`src/rtl/mem_arbiter.sv`:
```
// Shares one memory port between I-cache fills, D-cache fills and D-cache write-throughs.
// A fill issues CHUNKS back-to-back reads and routes the returning words to the owning cache.
module mem_arbiter #(
  parameter int MEM_LATENCY = 4,
  parameter int CHUNKS      = 8
) (
  input  logic        clk,
  input  logic        rst_n,
  input  logic        i_req,
  input  logic [15:0] i_addr,
  output logic        i_grant,
  output logic        i_data_valid,
  input  logic        d_req,
  input  logic [15:0] d_addr,
  output logic        d_grant,
  output logic        d_data_valid,
  input  logic        wr_req,
  input  logic [15:0] wr_addr,
  input  logic [15:0] wr_data,
  output logic        wr_ack,
  output logic [2:0]  fill_idx,
  output logic        fill_done,
  output logic        mem_en,
  output logic        mem_wr,
  output logic [15:0] mem_addr,
  output logic [15:0] mem_wdata,
  input  logic        mem_data_valid
);

  typedef enum logic [1:0] {IDLE, WRITE, I_FILL, D_FILL} state_t;

  localparam logic [3:0] ISSUE_END = 4'(CHUNKS);
  localparam logic [2:0] RET_LAST  = 3'(CHUNKS - 1);
  // Return timing is taken from mem_data_valid, so the latency only documents the memory.
  localparam int unused_mem_latency = MEM_LATENCY;

  state_t      state_reg, state_next;
  logic [3:0]  issue_cnt_reg;
  logic [2:0]  ret_cnt_reg;
  logic [11:0] base_reg;
  logic        last_fill_d_reg;
  logic        in_fill;
  logic        issuing;
  logic        last_word;
  logic        unused_addr_bits;

  // Offset-within-block bits never reach memory: fills always start at the block base.
  assign unused_addr_bits = ^{i_addr[3:0], d_addr[3:0]};

  assign in_fill   = (state_reg == I_FILL) || (state_reg == D_FILL);
  assign issuing   = in_fill && (issue_cnt_reg < ISSUE_END);
  assign last_word = in_fill && mem_data_valid && (ret_cnt_reg == RET_LAST);

  always_ff @(posedge clk or negedge rst_n) begin
    if (!rst_n) begin
      state_reg <= IDLE;
    end else begin
      state_reg <= state_next;
    end
  end

  always_ff @(posedge clk or negedge rst_n) begin
    if (!rst_n) begin
      issue_cnt_reg   <= 4'd0;
      ret_cnt_reg     <= 3'd0;
      base_reg        <= 12'd0;
      last_fill_d_reg <= 1'b1;
    end else if (in_fill) begin
      if (issuing) begin
        issue_cnt_reg <= issue_cnt_reg + 4'd1;
      end
      if (mem_data_valid) begin
        ret_cnt_reg <= ret_cnt_reg + 3'd1;
      end
      if (last_word) begin
        last_fill_d_reg <= ~last_fill_d_reg;
      end
    end else begin
      issue_cnt_reg <= 4'd0;
      ret_cnt_reg   <= 3'd0;
      if (state_next == I_FILL) begin
        base_reg <= i_addr[15:4];
      end else if (state_next == D_FILL) begin
        base_reg <= d_addr[15:4];
      end
    end
  end

  always_comb begin
    state_next = state_reg;
    case (state_reg)
      IDLE: begin
        if (wr_req) begin
          state_next = WRITE;
        end else if (i_req && d_req) begin
          state_next = last_fill_d_reg ? I_FILL : D_FILL;
        end else if (i_req) begin
          state_next = I_FILL;
        end else if (d_req) begin
          state_next = D_FILL;
        end
      end
      WRITE:          state_next = IDLE;
      I_FILL, D_FILL: if (last_word) state_next = IDLE;
      default:        state_next = IDLE;
    endcase
  end

  always_comb begin
    i_grant      = 1'b0;
    d_grant      = 1'b0;
    i_data_valid = 1'b0;
    d_data_valid = 1'b0;
    wr_ack       = 1'b0;
    fill_idx     = ret_cnt_reg;
    fill_done    = last_word;
    mem_en       = 1'b0;
    mem_wr       = 1'b0;
    mem_addr     = 16'h0000;
    mem_wdata    = 16'h0000;
    case (state_reg)
      WRITE: begin
        wr_ack    = 1'b1;
        mem_en    = 1'b1;
        mem_wr    = 1'b1;
        mem_addr  = wr_addr;
        mem_wdata = wr_data;
      end
      I_FILL, D_FILL: begin
        i_grant      = (state_reg == I_FILL);
        d_grant      = (state_reg == D_FILL);
        i_data_valid = (state_reg == I_FILL) && mem_data_valid;
        d_data_valid = (state_reg == D_FILL) && mem_data_valid;
        mem_en       = issuing;
        if (issuing) begin
          mem_addr = {base_reg, 4'h0} + {11'h000, issue_cnt_reg, 1'b0};
        end
      end
      default: ;
    endcase
  end

endmodule

```
`config.mk`:
```
export PLATFORM = sky130hd
export DESIGN_NAME = mem_arbiter
export DESIGN_NICKNAME = d
export VERILOG_FILES = /design/src/rtl/mem_arbiter.sv
export SDC_FILE = /design/constraint.sdc
export NUM_CORES = 1
export LEC_CHECK = 0
export ABC_AREA = 1
export CORE_MARGIN = 1.5
export CORE_UTILIZATION = 38
export CTS_BUF_LIST = sky130_fd_sc_hd__clkbuf_4 sky130_fd_sc_hd__clkbuf_8
export DETAILED_ROUTE_END_ITERATION = 7
export PLACE_DENSITY = 0.83
export SLEW_MARGIN = 30
export SYNTH_ARGS = -nofsm -noshare
export SYNTH_HDL_FRONTEND = slang
export SYNTH_SLANG_ARGS = --single-unit
export TNS_END_PERCENT = 30
```
`constraint.sdc`:
```
create_clock -name clk -period 2.05 [get_ports clk]
set_input_delay 0.5125 -clock clk [delete_from_list [all_inputs] [get_ports clk]]
set_output_delay 0.5125 -clock clk [all_outputs]
set_load 0.02 [all_outputs]
```
==> reports/metrics.yaml <==
worst_slew_pin_slew_ns: 0.311
cp_data_arrival_time_ns: 1.75
antenna_found_initial: 0
grt_pass1_vias: 2071
layout_common_cells: "nand2_1, clkdlybuf4s50_1, inv_1, buf_4, nor2_1"
yosysUniqueCellTypes: 34
grt_pass1_wl_um: 8960
grt-ovfl-total: 0
die_w_um: 71.0
cts_tree: "yes"
io_buffers: 104
yosysWarningCount: 0
period_share_pct: 110
finClkSkew_ns: 0.00480
maxCapViolCount: 0
drt_drc_violations_left: 0
hold_viol_final: 0
htreeDepth: 1
required_ns: 1.54
maxSlewHeadroom_pct: 79.0
grt_setup_unrepaired: "true"
fin_tns_setup_ns: -1.29
max_freq_ghz: 0.442
chipHeight_um: 71.0
dieArea_mm2: 0.00505
power_switching_mw: 1.87
syn_nets: 343
p_total_mw: 3.94
seqPwrFrac_pct: 21.2
routed_wl_um: 5430
gp_congestion: 0.833
worstSetupStartpointType: "flop"
first_iter_violations: 62
critPathMaxFanout: 2
core-area_mm2: 0.00441
cts_buffer_depth: 2
setup_viol: 9
failed_checks: "setup timing"
fillers: 370
pin_count: 113
start_util_pct: 39.9
yosys-top-cells-area: "dfrtp_1, nand2_1, inv_1, nor2_1, nand3_1"
fin_ws_ns: -0.212
cts-root-buf: "clkbuf_8"
antenna_left: 0
synth-seq-cells: 22
min_delay_path_depth: 1
yosysTopAreaCellShare_pct: 29.9
viasPerCell: 4.76
stdcell_area_mm2: 0.00312
grt.total_usage_pct: 22.0
cts_hold_buf: 0
final_max_slew_viol_count: 0
syn_area_mm2: 0.00176
synth_top_area_cell: "dfrtp_1"
dp_hpwl_um: 4420
pre_cts_slack_ns: -0.419
vias: 2140
critPathKind: "reg -> out"
first_pass_iters: 4
final_nets: 474
yosysSeqAreaShare_pct: 31.4
placed_area_mm2: 0.00307
period_minus_slack_ns: 2.26
power_density_mw_per_mm2: 1260
grt_max_degree: 23
cts_buffers: 3
ff2ff_path_depth: 11
syn_avg_cell_area_um2: 6.56
syn2layout_area_growth_pct: 77.3
largest_reg_flops: 12
drive_gt1_share_pct: 19.6
max-vdd-ir-drop_mv: 0.603
layout_commonest_cell: "nand2_1"
wl_per_cell_um: 12.1
status: "finished with violations"
clock_power_share_pct: 7.0
std_cell_rows: 24
pwr-share-comb_pct: 71.8
min_path_type: "reg -> reg"
cts_sinks: 22
worstSetupEndpointType: "output pin"
swShare_pct: 47.5
syn-instance-count: 268
clock_latency_ns: 0.26
p_leak_nw: 1.70
clk_pin_slew_ns: 0.07
intPower_mw: 2.07
diodes: 0
stage by stage:
step	cells	hold WS [ns]	util, %
after CTS	448	0.465	70.9
after floorplan	268	0.217	-
after detailed placement	444	0.454	69.5
after global routing	450	0.490	70.7
after global placement	444	0.451	69.5
final	450	0.468	70.7
cell usage after synthesis:
library cell and number:
a22o_1 2, ha_1 5, clkinv_1 1, o21bai_1 2
inv_6 1, xor2_1 2, o31ai_1 2, buf_2 5
nand4_1 4, o21ai_0 11, inv_2 1, dfrtp_1 21
dfstp_2 1, nor2_4 1, a32o_1 1, nand3_4 1
o21ai_1 2, inv_1 49, nand3_1 17, buf_6 3
a21oi_4 1, o41ai_1 1, nand3b_1 9, nand2_4 2
xnor2_1 1, buf_1 1, a21oi_1 6, nand2_1 81
nor2_1 28, nand2_2 1, clkbuf_1 1, buf_4 1
nand3_2 1, nor2_2 2
worst paths after layout:
kind	slack [ns]	to	start
setup / recovery	-0.21	mem_addr[8]	issue_cnt_reg[3]
hold / removal	0.47	issue_cnt_reg[2]	issue_cnt_reg[2]
setup reg to reg	0.14	base_reg[6]	fill_idx[0]
hold reg to reg	0.47	issue_cnt_reg[2]	issue_cnt_reg[2]
max in group asynchronous	1.18	last_fill_d_reg	rst_n
min in group asynchronous	0.59	base_reg[1]	rst_n
critical path, stage by stage (launching register included):
cell	delay, ns
dfrtp_1	0.41
ha_4	0.19
ha_4	0.15
buf_4	0.12
buf_4	0.13
nand3_1	0.07
nand2_1	0.06
a32o_1	0.23
buf_6	0.13
layout make-up:
cell class,count,area (um^2),share of cell area [%]
clock buffers,4,48.8,1.56
inverters,52,200,6.42
multi-input cells,183,1000,32.2
flip-flops and latches,22,552,17.7
well taps,52,65.1,2.09
repair buffers,137,1250,40.0
power groups by stage:
stage               sequential, mW  clock (mW)  combinational [mW]
floorplan                    0.843           0                1.57
global placement             0.800           0                2.84
detailed placement           0.815           0                2.91
CTS                          0.833       0.287                2.84
global route                 0.863       0.303                3.10
finish                       0.835       0.277                2.83
repair_timing:
| item | CTS | global route |
|---|---|---|
| buffers inserted | 0 | 2 |
| pin swaps | 7 | 2 |
| gates resized for setup | 115 | 17 |
| cloned | 0 | 0 |
| setup endpoints to repair | 40 | 20 |
metal layers:
| layer | track usage, % | part of all wire, % | vias to the layer above |
|---|---|---|---|
| met4 | 9.01 | 2.1 | 0 |
| met3 | 5.13 | 7.8 | 10 |
| met2 | 39.4 | 49 | 96 |
| met1 | 25.3 | 41 | 943 |
| met5 | 0 | 0 | - |
| li1 | - | - | 1091 |
logic make-up after synthesis:
family	synth area share, %
AOI/OAI and AO/OA	10.1
xor gates and xnor gates	1.49
adders and majority gates	3.56
buffers and inverters	15.6
DFF	31.4
and+or+nand+nor	37.9
No activity file was read; power rests on OpenSTA's default activity.
